**config.mk**
```make
export PLATFORM = sky130hd
export DESIGN_NAME = fpu_fp64_mul_issue_flat
export DESIGN_NICKNAME = d
export VERILOG_FILES = /design/src/rtl/fpu_fp64_mul_issue_if.sv /design/src/rtl/fpu_fp64_mul_issue.sv /design/src/flat_wrapper.sv
export SDC_FILE = /design/constraint.sdc
export NUM_CORES = 1
export LEC_CHECK = 0
export ABC_CLOCK_PERIOD_IN_PS = 5250
export BUFFER_PORTS_ARGS = -buffer_cell sky130_fd_sc_hd__buf_2
export CAP_MARGIN = 20
export CORE_AREA = 2 2 155 157
export DETAILED_ROUTE_END_ITERATION = 16
export DIE_AREA = 0 0 157 159
export PLACE_DENSITY = 0.66
export SETUP_SLACK_MARGIN = 0.02
export SLEW_MARGIN = 20
export SYNTH_ARGS = -nofsm -noshare
export SYNTH_HDL_FRONTEND = slang
export SYNTH_SLANG_ARGS = --single-unit
```
**constraint.sdc**
```tcl
create_clock -name clk -period 5.25 [get_ports clk]
set_input_delay 0.7875 -clock clk [delete_from_list [all_inputs] [get_ports clk]]
set_output_delay 0.7875 -clock clk [all_outputs]
set_load 0.03 [all_outputs]
```
**src/rtl/fpu_fp64_mul_issue_if.sv**
```systemverilog
// Bundles the three links of the FP64 multiply issue stage:
// the decode handshake, the multiplier link and the result handshake.
interface fpu_fp64_mul_issue_if #(
  parameter int TAG_W = 5
);
  logic             in_valid;
  logic             in_ready;
  logic [63:0]      in_srca;
  logic [63:0]      in_srcb;
  logic [TAG_W-1:0] in_tag;
  logic             mul_enable;
  logic [63:0]      mul_srca;
  logic [63:0]      mul_srcb;
  logic [63:0]      mul_dst;
  logic             out_valid;
  logic             out_ready;
  logic [63:0]      out_data;
  logic [TAG_W-1:0] out_tag;
  logic             out_invalid;

  modport slave (
    input  in_valid, in_srca, in_srcb, in_tag, mul_dst, out_ready,
    output in_ready, mul_enable, mul_srca, mul_srcb,
           out_valid, out_data, out_tag, out_invalid
  );

  modport master (
    output in_valid, in_srca, in_srcb, in_tag, mul_dst, out_ready,
    input  in_ready, mul_enable, mul_srca, mul_srcb,
           out_valid, out_data, out_tag, out_invalid
  );
endinterface

```
**src/rtl/fpu_fp64_mul_issue.sv**
```systemverilog
// FP64 multiply issue stage: resolves special operands locally, otherwise
// drives the multiplier for MUL_LAT cycles and holds the result until taken.
module fpu_fp64_mul_issue #(
  parameter int MUL_LAT = 2,
  parameter int TAG_W   = 5
) (
  input  logic                  clk,
  input  logic                  reset_n,
  fpu_fp64_mul_issue_if.slave   bus
);
  typedef enum logic [1:0] {
    IDLE = 2'd0,
    MUL  = 2'd1,
    DONE = 2'd2
  } state_t;

  state_t           state_r, next_state_s;
  logic [3:0]       cnt_r;
  logic             in_ready_r, mul_enable_r, out_valid_r, out_invalid_r;
  logic [63:0]      mul_srca_r, mul_srcb_r, out_data_r;
  logic [TAG_W-1:0] out_tag_r;

  logic             accept_s, special_s, sign_s;
  logic             zero_a_s, zero_b_s, inf_a_s, inf_b_s, nan_a_s, nan_b_s;
  logic             snan_a_s, snan_b_s;
  logic [63:0]      spec_data_s;
  logic             spec_invalid_s;

  assign bus.in_ready    = in_ready_r;
  assign bus.mul_enable  = mul_enable_r;
  assign bus.mul_srca    = mul_srca_r;
  assign bus.mul_srcb    = mul_srcb_r;
  assign bus.out_valid   = out_valid_r;
  assign bus.out_data    = out_data_r;
  assign bus.out_tag     = out_tag_r;
  assign bus.out_invalid = out_invalid_r;

  assign accept_s = bus.in_valid && in_ready_r;
  assign sign_s   = bus.in_srca[63] ^ bus.in_srcb[63];

  // Denormals have exponent 0 and are deliberately folded into the zero class.
  assign zero_a_s  = (bus.in_srca[62:52] == 11'h000);
  assign zero_b_s  = (bus.in_srcb[62:52] == 11'h000);
  assign inf_a_s   = (bus.in_srca[62:52] == 11'h7FF) && (bus.in_srca[51:0] == 52'd0);
  assign inf_b_s   = (bus.in_srcb[62:52] == 11'h7FF) && (bus.in_srcb[51:0] == 52'd0);
  assign nan_a_s   = (bus.in_srca[62:52] == 11'h7FF) && (bus.in_srca[51:0] != 52'd0);
  assign nan_b_s   = (bus.in_srcb[62:52] == 11'h7FF) && (bus.in_srcb[51:0] != 52'd0);
  assign snan_a_s  = nan_a_s && !bus.in_srca[51];
  assign snan_b_s  = nan_b_s && !bus.in_srcb[51];
  assign special_s = zero_a_s || zero_b_s || inf_a_s || inf_b_s || nan_a_s || nan_b_s;

  // Special-operand result, in priority order.
  always_comb begin
    spec_data_s    = 64'd0;
    spec_invalid_s = 1'b0;
    if (nan_a_s) begin
      spec_data_s    = {bus.in_srca[63:52], 1'b1, bus.in_srca[50:0]};
      spec_invalid_s = snan_a_s || snan_b_s;
    end else if (nan_b_s) begin
      spec_data_s    = {bus.in_srcb[63:52], 1'b1, bus.in_srcb[50:0]};
      spec_invalid_s = snan_b_s;
    end else if ((inf_a_s && zero_b_s) || (zero_a_s && inf_b_s)) begin
      spec_data_s    = 64'h7FF8_0000_0000_0000;
      spec_invalid_s = 1'b1;
    end else if (inf_a_s || inf_b_s) begin
      spec_data_s    = {sign_s, 11'h7FF, 52'd0};
    end else begin
      spec_data_s    = {sign_s, 63'd0};
    end
  end

  // Next-state decode.
  always_comb begin
    next_state_s = state_r;
    case (state_r)
      IDLE: begin
        if (accept_s) begin
          next_state_s = special_s ? DONE : MUL;
        end else begin
          next_state_s = IDLE;
        end
      end
      MUL: begin
        if (cnt_r == 4'd0) begin
          next_state_s = DONE;
        end else begin
          next_state_s = MUL;
        end
      end
      DONE: begin
        if (bus.out_ready) begin
          next_state_s = IDLE;
        end else begin
          next_state_s = DONE;
        end
      end
      default: next_state_s = IDLE;
    endcase
  end

  // State, registered handshake outputs and operand/result capture.
  always_ff @(posedge clk or negedge reset_n) begin
    if (!reset_n) begin
      state_r       <= IDLE;
      cnt_r         <= 4'd0;
      in_ready_r    <= 1'b1;
      mul_enable_r  <= 1'b0;
      out_valid_r   <= 1'b0;
      out_invalid_r <= 1'b0;
      mul_srca_r    <= 64'd0;
      mul_srcb_r    <= 64'd0;
      out_data_r    <= 64'd0;
      out_tag_r     <= '0;
    end else begin
      state_r      <= next_state_s;
      in_ready_r   <= (next_state_s == IDLE);
      mul_enable_r <= (next_state_s == MUL);
      out_valid_r  <= (next_state_s == DONE);
      case (state_r)
        IDLE: begin
          if (accept_s) begin
            mul_srca_r <= bus.in_srca;
            mul_srcb_r <= bus.in_srcb;
            out_tag_r  <= bus.in_tag;
            cnt_r      <= 4'(MUL_LAT - 1);
            if (special_s) begin
              out_data_r    <= spec_data_s;
              out_invalid_r <= spec_invalid_s;
            end
          end
        end
        MUL: begin
          if (cnt_r == 4'd0) begin
            out_data_r    <= bus.mul_dst;
            out_invalid_r <= 1'b0;
          end else begin
            cnt_r <= cnt_r - 4'd1;
          end
        end
        default: begin
        end
      endcase
    end
  end
endmodule

```
**src/flat_wrapper.sv**
```systemverilog
// flat-port wrapper written by rule: the top's interface ports become plain ports
module fpu_fp64_mul_issue_flat 
#(
  parameter int MUL_LAT = 2,
  parameter int TAG_W   = 5
)
  (clk, reset_n, bus_in_valid, bus_in_srca, bus_in_srcb, bus_in_tag, bus_mul_dst, bus_out_ready, bus_in_ready, bus_mul_enable, bus_mul_srca, bus_mul_srcb, bus_out_valid, bus_out_data, bus_out_tag, bus_out_invalid);
  fpu_fp64_mul_issue_if #(.TAG_W(TAG_W)) bus_i ();
  input  logic clk;
  input  logic reset_n;
  input wire logic [$bits(bus_i.in_valid)-1:0] bus_in_valid;
  input wire logic [$bits(bus_i.in_srca)-1:0] bus_in_srca;
  input wire logic [$bits(bus_i.in_srcb)-1:0] bus_in_srcb;
  input wire logic [$bits(bus_i.in_tag)-1:0] bus_in_tag;
  input wire logic [$bits(bus_i.mul_dst)-1:0] bus_mul_dst;
  input wire logic [$bits(bus_i.out_ready)-1:0] bus_out_ready;
  output wire logic [$bits(bus_i.in_ready)-1:0] bus_in_ready;
  output wire logic [$bits(bus_i.mul_enable)-1:0] bus_mul_enable;
  output wire logic [$bits(bus_i.mul_srca)-1:0] bus_mul_srca;
  output wire logic [$bits(bus_i.mul_srcb)-1:0] bus_mul_srcb;
  output wire logic [$bits(bus_i.out_valid)-1:0] bus_out_valid;
  output wire logic [$bits(bus_i.out_data)-1:0] bus_out_data;
  output wire logic [$bits(bus_i.out_tag)-1:0] bus_out_tag;
  output wire logic [$bits(bus_i.out_invalid)-1:0] bus_out_invalid;
  assign bus_i.in_valid = bus_in_valid;
  assign bus_i.in_srca = bus_in_srca;
  assign bus_i.in_srcb = bus_in_srcb;
  assign bus_i.in_tag = bus_in_tag;
  assign bus_i.mul_dst = bus_mul_dst;
  assign bus_i.out_ready = bus_out_ready;
  assign bus_in_ready = bus_i.in_ready;
  assign bus_mul_enable = bus_i.mul_enable;
  assign bus_mul_srca = bus_i.mul_srca;
  assign bus_mul_srcb = bus_i.mul_srcb;
  assign bus_out_valid = bus_i.out_valid;
  assign bus_out_data = bus_i.out_data;
  assign bus_out_tag = bus_i.out_tag;
  assign bus_out_invalid = bus_i.out_invalid;
  fpu_fp64_mul_issue #(.MUL_LAT(MUL_LAT), .TAG_W(TAG_W)) u_core (.clk(clk), .reset_n(reset_n), .bus(bus_i));
endmodule
```
==> flow_metrics.env, run 1 <==
export IMPL_status="finished, final reports clean"
export IMPL_pre_cts_ws_ns=1.51
export IMPL_cts_hold_buf=0
export IMPL_max_stage_delay_ns=0.65
export IMPL_grt_overflow=0
export IMPL_power_frac_seq_pct=31.3
export IMPL_die_w_um=157
export IMPL_die_y_um=159
export IMPL_finalHoldViolations=0
export IMPL_r2r_end="u_core.bus.mul_srcb[29]"
export IMPL_io_buffers=401
export IMPL_avgRoutedWirePerCell_um=20.4
export IMPL_core_mm2=0.0232
export IMPL_synth_top_area_share_pct=56.9
export IMPL_postSynthAreaPerCell_um2=12.2
export IMPL_io_pins=402
export IMPL_cts_buffers=24
export IMPL_setup_viol_count_final=0
export IMPL_setup_tns_ns=0
export IMPL_cts_tree="built"
export IMPL_p_int_mw=4.91
export IMPL_crit_arrival_ns=3.74
export IMPL_switching_share_pct=44.3
export IMPL_drive_gt1_share_pct=51.4
export IMPL_max_slew_margin_rel_pct=28.7
export IMPL_clockRootBuffer="clkbuf_16"
export IMPL_synth_enable_flop_cells=0
export IMPL_cp_required_ns=5.67
export IMPL_clock_sinks=207
export IMPL_fin_crit_sh_pct=63.2
export IMPL_synth_top_area_cell="dfrtp_1"
export IMPL_initial_core_util_pct=39.0
export IMPL_start_kind="input port"
export IMPL_yosysMostFrequentCell="dfrtp_1"
export IMPL_clk_latency_ns=0.51
export IMPL_r2r_setup_slack_ns=2.26
export IMPL_place_hpwl_um=21500
export IMPL_worst_slack_ns=1.93
export IMPL_antenna_found_initial=1
export IMPL_clk_pin_slew_ns=0.06
export IMPL_h_tree_depth=1
export IMPL_fin_nets=1328
export IMPL_grtUsageTotal_pct=23.2
export IMPL_drt_wl_total_um=29800
export IMPL_first_global_vias=7749
export IMPL_ys_ff_latch=207
export IMPL_ys_top_cells_by_area="dfrtp_1 (57%), mux2_2 (16%), o21ai_1 (6.4%)"
export IMPL_critPathTopFamily="simple AND/OR/NAND/NOR gates"
export IMPL_path_class="input port to flop"
export IMPL_max_cap_violations=0
export IMPL_routed_via_count=7752
export IMPL_area_delta_synth_final_pct=33.3
export IMPL_synthFlopType="dfrtp_1"
export IMPL_cp_buffers_inverters=2
export IMPL_ys_warnings_count=0
export IMPL_min_path_type="input port to asynchronous set/reset pin"
export IMPL_diodes=0
export IMPL_path_max_fanout=35
export IMPL_cp_slowest_cell="or4_4"
export IMPL_skew_ns=0.00940
export IMPL_final_antenna_net_count=0
export IMPL_p_leak_nw=5.74
export IMPL_rsz0062_at_grt="no"
export IMPL_p_sw_mw=3.91
export IMPL_first_iter_violations=482
export IMPL_std_cell_rows=56
export IMPL_place_gp_congestion=0.852
export IMPL_yosysUniqueCellTypes=43
export IMPL_grt_max_degree=113
export IMPL_syn_cell_area_mm2=0.00905
export IMPL_r2r_cells=5
export IMPL_vdd_drop_max_uv=390
export IMPL_max_freq_ghz=0.301
export IMPL_cts_max_path_buffers=3
export IMPL_ys_async_sr_fraction_pct=100
export IMPL_clkPwrFrac_pct=19.0
export IMPL_r2r_start="u_core.bus.in_ready"
export IMPL_comb_power_share_pct=49.8
export IMPL_cp_end_kind="flop"
export IMPL_finalCriticalPeriod_ns=3.32
export IMPL_dr_pass1_iters=6
export IMPL_drv_slew=0
export IMPL_synth_seq_area_share_pct=57.2
export IMPL_syn_num_nets=945
export IMPL_via_per_inst=5.31
export IMPL_cts_resized=0
export IMPL_synth_top_cells_by_count="dfrtp_1 (206), mux2_2 (127), o21ai_1 (115)"
export IMPL_synthesis_instances=742
export IMPL_grt_pass1_wl_um=45500
export IMPL_crit_path_cell_trace="buf_2 > nor4_1 > nand4_1 > or4_4 > a211oi_4 > buf_4 > a22o_2 > a2111oi_2 > o31ai_2"
export IMPL_drc=0
export IMPL_powerDensity_mw_per_mm2=731
export IMPL_crit_path_start="bus_in_srca[0]"
export IMPL_post_cts_buffers=0
export IMPL_worst_pin_slew_ns=1.07
export IMPL_die_area_mm2=0.0250
[per-layer routing]
metal	wire length, um	track usage [%]
met5	11	0
met4	789	6.88
met2	14200	38.7
met1	12300	30.3
met3	2500	5.09
[placed cells by master, fill, tap and decap left out, types with 3 or more instances in the layout]
cell	n
o21ai_1	115
buf_4	9
nor4_1	34
inv_1	5
clkbuf_1	7
clkinv_2	3
nand2_1	74
a221o_1	51
nand3_1	5
dfrtp_1	206
clkbuf_8	8
buf_2	400
a21oi_1	3
clkbuf_16	25
nand4_1	8
nor2_1	7
nand2b_1	3
o21ai_0	13
mux2_1	6
nor3_1	4
mux2_2	127
[registers in the layout, summed over array words and instances, names as in the netlist]
name / count
u_core.bus.in_ready: 1
u_core.bus.mul_enable: 1
u_core.bus.mul_srca: 64
u_core.bus.mul_srcb: 64
u_core.bus.out_data: 64
u_core.bus.out_invalid: 1
u_core.bus.out_tag: 5
u_core.bus.out_valid: 1
u_core.cnt_r: 4
u_core.state_r: 2
[power by group through the flow]
| stage | clock network (mW) | logic (mW) | registers (mW) |
|---|---|---|---|
| 4_1_cts | 1.71 | 4.43 | 2.76 |
| 5_1_grt | 1.77 | 4.69 | 2.86 |
| 2_1_floorplan | 0 | 1.60 | 4.26 |
| 3_3_place_gp | 0 | 4.37 | 2.74 |
| 3_5_place_dp | 0 | 4.42 | 2.77 |
| 6_report | 1.67 | 4.39 | 2.76 |
[area by class of cell]
class	count	area, um^2
timing repair buffer	411	2100
multi-input combinational	476	3570
inverter	5	18.8
clock inverter	4	45.0
sequential	207	5180
tap	319	399
clock buffer	39	748
fill	2119	11100
[kinds of logic (layout without fill, tap and decap cells)]
kind of cell | count (synthesis) | count (layout) | synth area share [%]
AO/OA/AOI/OAI | 196 | 196 | 14.4
AND/OR/NAND/NOR | 144 | 144 | 7.81
multiplexers | 133 | 133 | 16.5
adder cells (fa/ha/maj) | 2 | 2 | 0.276
XOR/XNOR | 1 | 1 | 0.0968
buffers and inverters | 59 | 459 | 3.62
flip-flops | 207 | 207 | 57.2
[stage by stage]
stage | std cells | power (mW) | instance area, um^2 | utilization (%) | hold slack (ns)
floorplan | 742 | 5.86 | 9050 | - | 0.468
global placement | 1418 | 7.11 | 11300 | 48.6 | 0.458
detailed placement | 1418 | 7.20 | 11300 | 48.6 | 0.462
CTS | 1461 | 8.90 | 12100 | 52.0 | 0.367
global route | 1461 | 9.32 | 12100 | 52.0 | 0.387
finish | 1461 | 8.83 | 12100 | 52.0 | 0.337
[worst max path at each step]
stage | end | slack [ns] | cells after the start
finish | u_core.bus.out_data[63] | 1.93 | 9
global route | u_core.bus.out_data[63] | 1.94 | 9
CTS | u_core.bus.out_data[63] | 2.04 | 9
detailed placement | u_core.bus.out_data[63] | 1.51 | 9
global placement | u_core.bus.out_data[63] | 1.50 | 9
floorplan | u_core.bus.out_data[63] | 2.48 | 8
Power figures use the tool's default switching activity.
==> run 2: changes to the inputs <==
--- a/config.mk
+++ b/config.mk
@@ -5,13 +5,13 @@
 export SDC_FILE = /design/constraint.sdc
 export NUM_CORES = 1
 export LEC_CHECK = 0
-export ABC_CLOCK_PERIOD_IN_PS = 5250
+export ABC_CLOCK_PERIOD_IN_PS = 3200
 export BUFFER_PORTS_ARGS = -buffer_cell sky130_fd_sc_hd__buf_2
 export CAP_MARGIN = 20
-export CORE_AREA = 2 2 155 157
+export CORE_AREA = 2 2 158 160
 export DETAILED_ROUTE_END_ITERATION = 16
-export DIE_AREA = 0 0 157 159
-export PLACE_DENSITY = 0.66
+export DIE_AREA = 0 0 160 162
+export PLACE_DENSITY = 0.64
 export SETUP_SLACK_MARGIN = 0.02
 export SLEW_MARGIN = 20
 export SYNTH_ARGS = -nofsm -noshare
==> constraint.sdc (replaced) <==
create_clock -name clk -period 3.2 [get_ports clk]
set_input_delay 0.48 -clock clk [delete_from_list [all_inputs] [get_ports clk]]
set_output_delay 0.48 -clock clk [all_outputs]
set_load 0.03 [all_outputs]
==> run 2 against run 1 <==
Clock power rose by 60%; combinational power rose by 66%; final cell count up 1.5%; final area grew 1.6%; total power rose by 64%; highest routed layer is now met4; first-iteration DRC count grew 11%; via count increased by 0.45%; die area rose by 3.8%; critical path depth grew 1.
==> flow_metrics.env, run 2 (same netlist as run 1, synthesis figures left out) <==
export IMPL_io_pins=402
export IMPL_die_y_um=162
export IMPL_cp_end_kind="flop"
export IMPL_min_path_type="input port to asynchronous set/reset pin"
export IMPL_drive_gt1_share_pct=52.0
export IMPL_cts_resized=0
export IMPL_cts_tree="built"
export IMPL_clockRootBuffer="clkbuf_16"
export IMPL_rsz0062_at_grt="no"
export IMPL_grt_overflow=0
export IMPL_final_common_cell="buf_2"
export IMPL_skew_ns=0.0105
export IMPL_vdd_drop_max_uv=620
export IMPL_routed_via_count=7787
export IMPL_fin_crit_sh_pct=81.2
export IMPL_path_max_fanout=11
export IMPL_clk_pin_slew_ns=0.06
export IMPL_drv_slew=0
export IMPL_setup_viol_count_final=0
export IMPL_max_stage_delay_ns=0.61
export IMPL_power_mw=14.5
export IMPL_clock_sinks=207
export IMPL_diodes=0
export IMPL_fill_cells=2241
export IMPL_cts_hold_buf=0
export IMPL_layout_common_cells="buf_2 (400), dfrtp_1 (206), mux2_2 (127)"
export IMPL_post_route_cell_area_mm2=0.0123
export IMPL_finalCriticalPeriod_ns=2.60
export IMPL_final_antenna_net_count=0
export IMPL_max_freq_ghz=0.385
export IMPL_worst_pin_slew_ns=0.698
export IMPL_grtUsageTotal_pct=23.1
export IMPL_io_buffers=401
export IMPL_crit_arrival_ns=3.03
export IMPL_post_cts_buffers=0
export IMPL_cp_required_ns=3.64
export IMPL_die_w_um=160
export IMPL_drc=0
export IMPL_start_kind="input port"
export IMPL_first_iter_violations=536
export IMPL_dr_pass1_iters=7
export IMPL_clk_latency_ns=0.52
export IMPL_p_leak_nw=5.84
export IMPL_r2r_cells=7
export IMPL_via_per_inst=5.25
export IMPL_fin_nets=1346
export IMPL_cp_slowest_cell="or4_4"
export IMPL_cts_max_path_buffers=3
export IMPL_powerDensity_mw_per_mm2=1180
export IMPL_setup_tns_ns=0
export IMPL_cp_buffers_inverters=3
export IMPL_placed_cell_area_mm2=0.0115
export IMPL_stdcell_count=1483
export IMPL_area_delta_synth_final_pct=35.5
export IMPL_core_mm2=0.0241
export IMPL_grt_pass1_wl_um=47200
export IMPL_critPathTopFamily="simple AND/OR/NAND/NOR gates"
export IMPL_cts_buffers=24
export IMPL_first_global_vias=8226
export IMPL_place_hpwl_um=23000
export IMPL_path_class="input port to flop"
export IMPL_max_cap_violations=0
export IMPL_initial_core_util_pct=37.6
export IMPL_hold_worst_slack_ns=0.0218
export IMPL_cp_num_cells=10
export IMPL_die_area_mm2=0.0259
export IMPL_dp_cells=1441
export IMPL_max_slew_margin_rel_pct=53.4
export IMPL_h_tree_depth=1
export IMPL_finalHoldViolations=0
export IMPL_drt_wl_total_um=30400
export IMPL_grt_max_degree=81
export IMPL_antenna_found_initial=0
export IMPL_status="finished, final reports clean"
export IMPL_place_gp_congestion=0.856
export IMPL_avgRoutedWirePerCell_um=20.5
export IMPL_crit_path_cell_trace="buf_2 > nor4_1 > buf_4 > nand4_1 > or4_4 > a211oi_4 > buf_4 > a221o_1 > o21ai_1 > o21ai_1"
export IMPL_std_cell_rows=57
-- run 2: cell count changes in the layout (fill, tap and decap cells not counted), sizes merged --
cell	change
buf	+18
clkinvlp	+1
clkbuf	-2
-- run 2: worst reg2reg max path: stages, from the launching register on --
cell and delay (ns):
dfstp_2 0.54, nand2_1 0.06, nor3_2 0.38, o41ai_1 0.20, a21boi_4 0.20, buf_4 0.33, nand2_1 0.19, o21ai_1 0.07
-- run 2: final timing paths --
| path | start | endpoint | slack [ns] |
|---|---|---|---|
| hold reg to reg | u_core.bus.out_data[5] | u_core.bus.out_data[5] | 0.48 |
| setup reg to reg | u_core.bus.in_ready | u_core.bus.out_data[40] | 1.09 |
| max in group asynchronous | reset_n | u_core.bus.mul_srcb[0] | 2.40 |
| min in group clk | bus_in_tag[1] | u_core.bus.out_tag[1] | 0.19 |
| setup / recovery | bus_in_srca[6] | u_core.bus.out_data[8] | 0.60 |
| hold / removal | reset_n | u_core.bus.mul_srca[13] | 0.02 |
-- run 2: area by class of cell --
| type | instances | area, um^2 | area share (%) |
|---|---|---|---|
| Clock buffer | 37 | 711 | 5.79 |
| Clock inverter | 5 | 52.6 | 0.428 |
| Inverter | 5 | 18.8 | 0.153 |
| Multi-Input combinational cell | 476 | 3570 | 29.1 |
| Sequential cell | 207 | 5180 | 42.2 |
| Tap cell | 324 | 405 | 3.31 |
| Timing Repair Buffer | 429 | 2330 | 19.0 |
-- run 2: metal layers --
metal / part of all wire (%) / wire (um) / track usage (%)
met1: 41 / 12500 / 29.5
met2: 48 / 14700 / 39.3
met3: 7.5 / 2270 / 4.75
met4: 3.0 / 922 / 7.90
met5: 0 / 0 / 0
-- run 2: power breakdown --
| group | internal [mW] | switching [mW] |
|---|---|---|
| logic | 2.54 | 4.74 |
| registers | 3.90 | 0.644 |
| clock network | 1.60 | 1.07 |
-- run 2: per-stage QoR --
stage	worst slack (ns)	util, %
final	0.603	50.9
after global placement	-0.00592	47.7
after global routing	0.393	50.9
after detailed placement	0.0642	47.7
after CTS	0.571	50.9
after floorplan	0.734	-
==> run 3: changes to the inputs <==
--- a/config.mk
+++ b/config.mk
@@ -5,7 +5,7 @@
 export SDC_FILE = /design/constraint.sdc
 export NUM_CORES = 1
 export LEC_CHECK = 0
-export ABC_CLOCK_PERIOD_IN_PS = 3200
+export ABC_CLOCK_PERIOD_IN_PS = 2420
 export BUFFER_PORTS_ARGS = -buffer_cell sky130_fd_sc_hd__buf_2
 export CAP_MARGIN = 20
 export CORE_AREA = 2 2 158 160
==> constraint.sdc (replaced) <==
create_clock -name clk -period 2.42 [get_ports clk]
set_input_delay 0.363 -clock clk [delete_from_list [all_inputs] [get_ports clk]]
set_output_delay 0.363 -clock clk [all_outputs]
set_load 0.03 [all_outputs]
==> run 3 against run 2 <==
Setup slack worse by 0.48 ns; global-route usage is 0.41 points higher; final area is 5.9% higher; first-iteration DRC count is 15% higher; largest power group unchanged; core utilization is 3.0 points higher; clock power is 41% higher; sequential share of layout area is 2.3 points lower; non-clock buffer count is 70 higher; die area stayed put; count of clock-buffer cells in the layout is 5 lower.
==> flow_metrics.env, run 3 (same netlist as run 1, synthesis figures left out) <==
export IMPL_place_gp_congestion=0.859
export IMPL_cts_tree="built"
export IMPL_path_max_fanout=18
export IMPL_via_per_inst=5.23
export IMPL_std_cell_rows=57
export IMPL_core_mm2=0.0241
export IMPL_clk_latency_ns=0.51
export IMPL_clk_pin_slew_ns=0.06
export IMPL_start_kind="input port"
export IMPL_grtUsageTotal_pct=23.5
export IMPL_min_path_type="input port to flop"
export IMPL_h_tree_depth=1
export IMPL_max_stage_delay_ns=0.62
export IMPL_cp_end_kind="flop"
export IMPL_grt_max_degree=76
export IMPL_area_delta_synth_final_pct=43.4
export IMPL_multi_input_area_mm2=0.00362
export IMPL_cp_slowest_cell="or4_4"
export IMPL_path_class="input port to flop"
export IMPL_setup_viol_count_final=0
export IMPL_final_common_cell="buf_2"
export IMPL_skew_ns=0.00790
export IMPL_grt_overflow=0
export IMPL_power_mw=19.6
export IMPL_first_iter_violations=614
export IMPL_diodes=0
export IMPL_layout_common_cells="buf_2 (400), dfrtp_1 (206), mux2_2 (127)"
export IMPL_first_global_vias=8316
export IMPL_clock_sinks=207
export IMPL_cts_max_path_buffers=3
export IMPL_io_buffers=401
export IMPL_crit_arrival_ns=2.73
export IMPL_dr_pass1_iters=5
export IMPL_cts_buffers=24
export IMPL_antenna_found_initial=0
export IMPL_p_leak_nw=6.24
export IMPL_post_route_cell_area_mm2=0.0130
export IMPL_placed_cell_area_mm2=0.0121
export IMPL_fin_crit_sh_pct=94.8
export IMPL_max_slew_margin_rel_pct=59.8
export IMPL_avgRoutedWirePerCell_um=20.2
export IMPL_cp_required_ns=2.85
export IMPL_max_freq_ghz=0.436
export IMPL_worst_slack_ns=0.126
export IMPL_die_w_um=160
export IMPL_drv_slew=0
export IMPL_die_area_mm2=0.0259
export IMPL_io_pins=402
export IMPL_die_y_um=162
export IMPL_drive_gt1_share_pct=55.5
export IMPL_rsz0062_at_grt="no"
export IMPL_max_cap_violations=0
export IMPL_fill_cells=2181
export IMPL_powerDensity_mw_per_mm2=1510
export IMPL_clockRootBuffer="clkbuf_16"
export IMPL_vdd_drop_max_uv=849
export IMPL_crit_path_cell_trace="buf_2 > nor4_1 > buf_4 > nand4_1 > or4_4 > a211oi_4 > buf_12 > buf_6 > a221o_1 > o21ai_1 > o21ai_1"
export IMPL_pre_cts_ws_ns=-0.559
export IMPL_finalCriticalPeriod_ns=2.29
export IMPL_routed_via_count=8117
export IMPL_setup_tns_ns=0
export IMPL_worst_pin_slew_ns=0.602
export IMPL_drt_wl_total_um=31400
export IMPL_drc=0
export IMPL_fin_nets=1416
export IMPL_seq_area_mm2=0.00518
export IMPL_grt_pass1_wl_um=48100
export IMPL_critPathMostFrequentCell="o21ai_1"
export IMPL_place_hpwl_um=23400
export IMPL_final_antenna_net_count=0
export IMPL_finalHoldViolations=0
export IMPL_initial_core_util_pct=37.6
export IMPL_status="finished, final reports clean"
run 3: cell type report:
type / instances / share of cell area [%]
Inverter: 5 / 0.145
Sequential cell: 207 / 39.9
Timing Repair Buffer: 499 / 22.6
Clock buffer: 32 / 5.33
Clock inverter: 9 / 0.964
Multi-Input combinational cell: 476 / 27.9
Tap cell: 324 / 3.12
run 3: repair_timing:
item / CTS / global route
endpoints found under the setup margin: 18 / 35
cloned: 0 / 1
resized for setup: 1 / 8
buffers inserted: 0 / 1
hold buffers: 1 / 0
endpoints found under the hold margin: 57 / 0
pin swaps: 0 / 1
run 3: power by group:
part	switching, mW	internal, mW
combinational	6.33	3.50
sequential	0.858	5.15
clock	1.44	2.31
run 3: path summary, 6_finish.rpt:
kind / startpoint / end / slack [ns] / cells past startpoint
max: bus_in_srca[21] / u_core.bus.out_data[39] / 0.13 / 11
min: bus_in_tag[3] / u_core.bus.out_tag[3] / 0.07 / 2
max reg2reg: u_core.bus.in_ready / u_core.bus.out_data[39] / 0.46 / 7
min reg2reg: u_core.bus.out_data[26] / u_core.bus.out_data[26] / 0.48 / 2
max in group asynchronous: reset_n / u_core.bus.out_data[15] / 1.26 / 3
min in group asynchronous: reset_n / u_core.bus.mul_srcb[13] / 0.41 / 2
run 3: critical path, delay by kind of cell:
kind / cells / cell delay (ns)
compound gates: 4 / 0.62
buf+inv: 4 / 0.63
simple gates: 3 / 1.09
run 3: through the flow:
stage	util, %	hold slack, ns	instances
6_report	53.9	0.0670	1552
5_1_grt	53.9	0.0542	1552
4_1_cts	53.5	0.0447	1550
3_5_place_dp	50.0	0.399	1508
3_3_place_gp	50.0	0.405	1508
2_1_floorplan	-	0.0674	742
run 3: per-layer routing:
layer	GRT usage [%]	vias to the layer above	routed length, um
met5	0	-	0
met4	6.92	0	894
met3	5.16	60	2160
met2	40.1	338	15200
met1	30.2	3992	13100
li1	-	3727	-
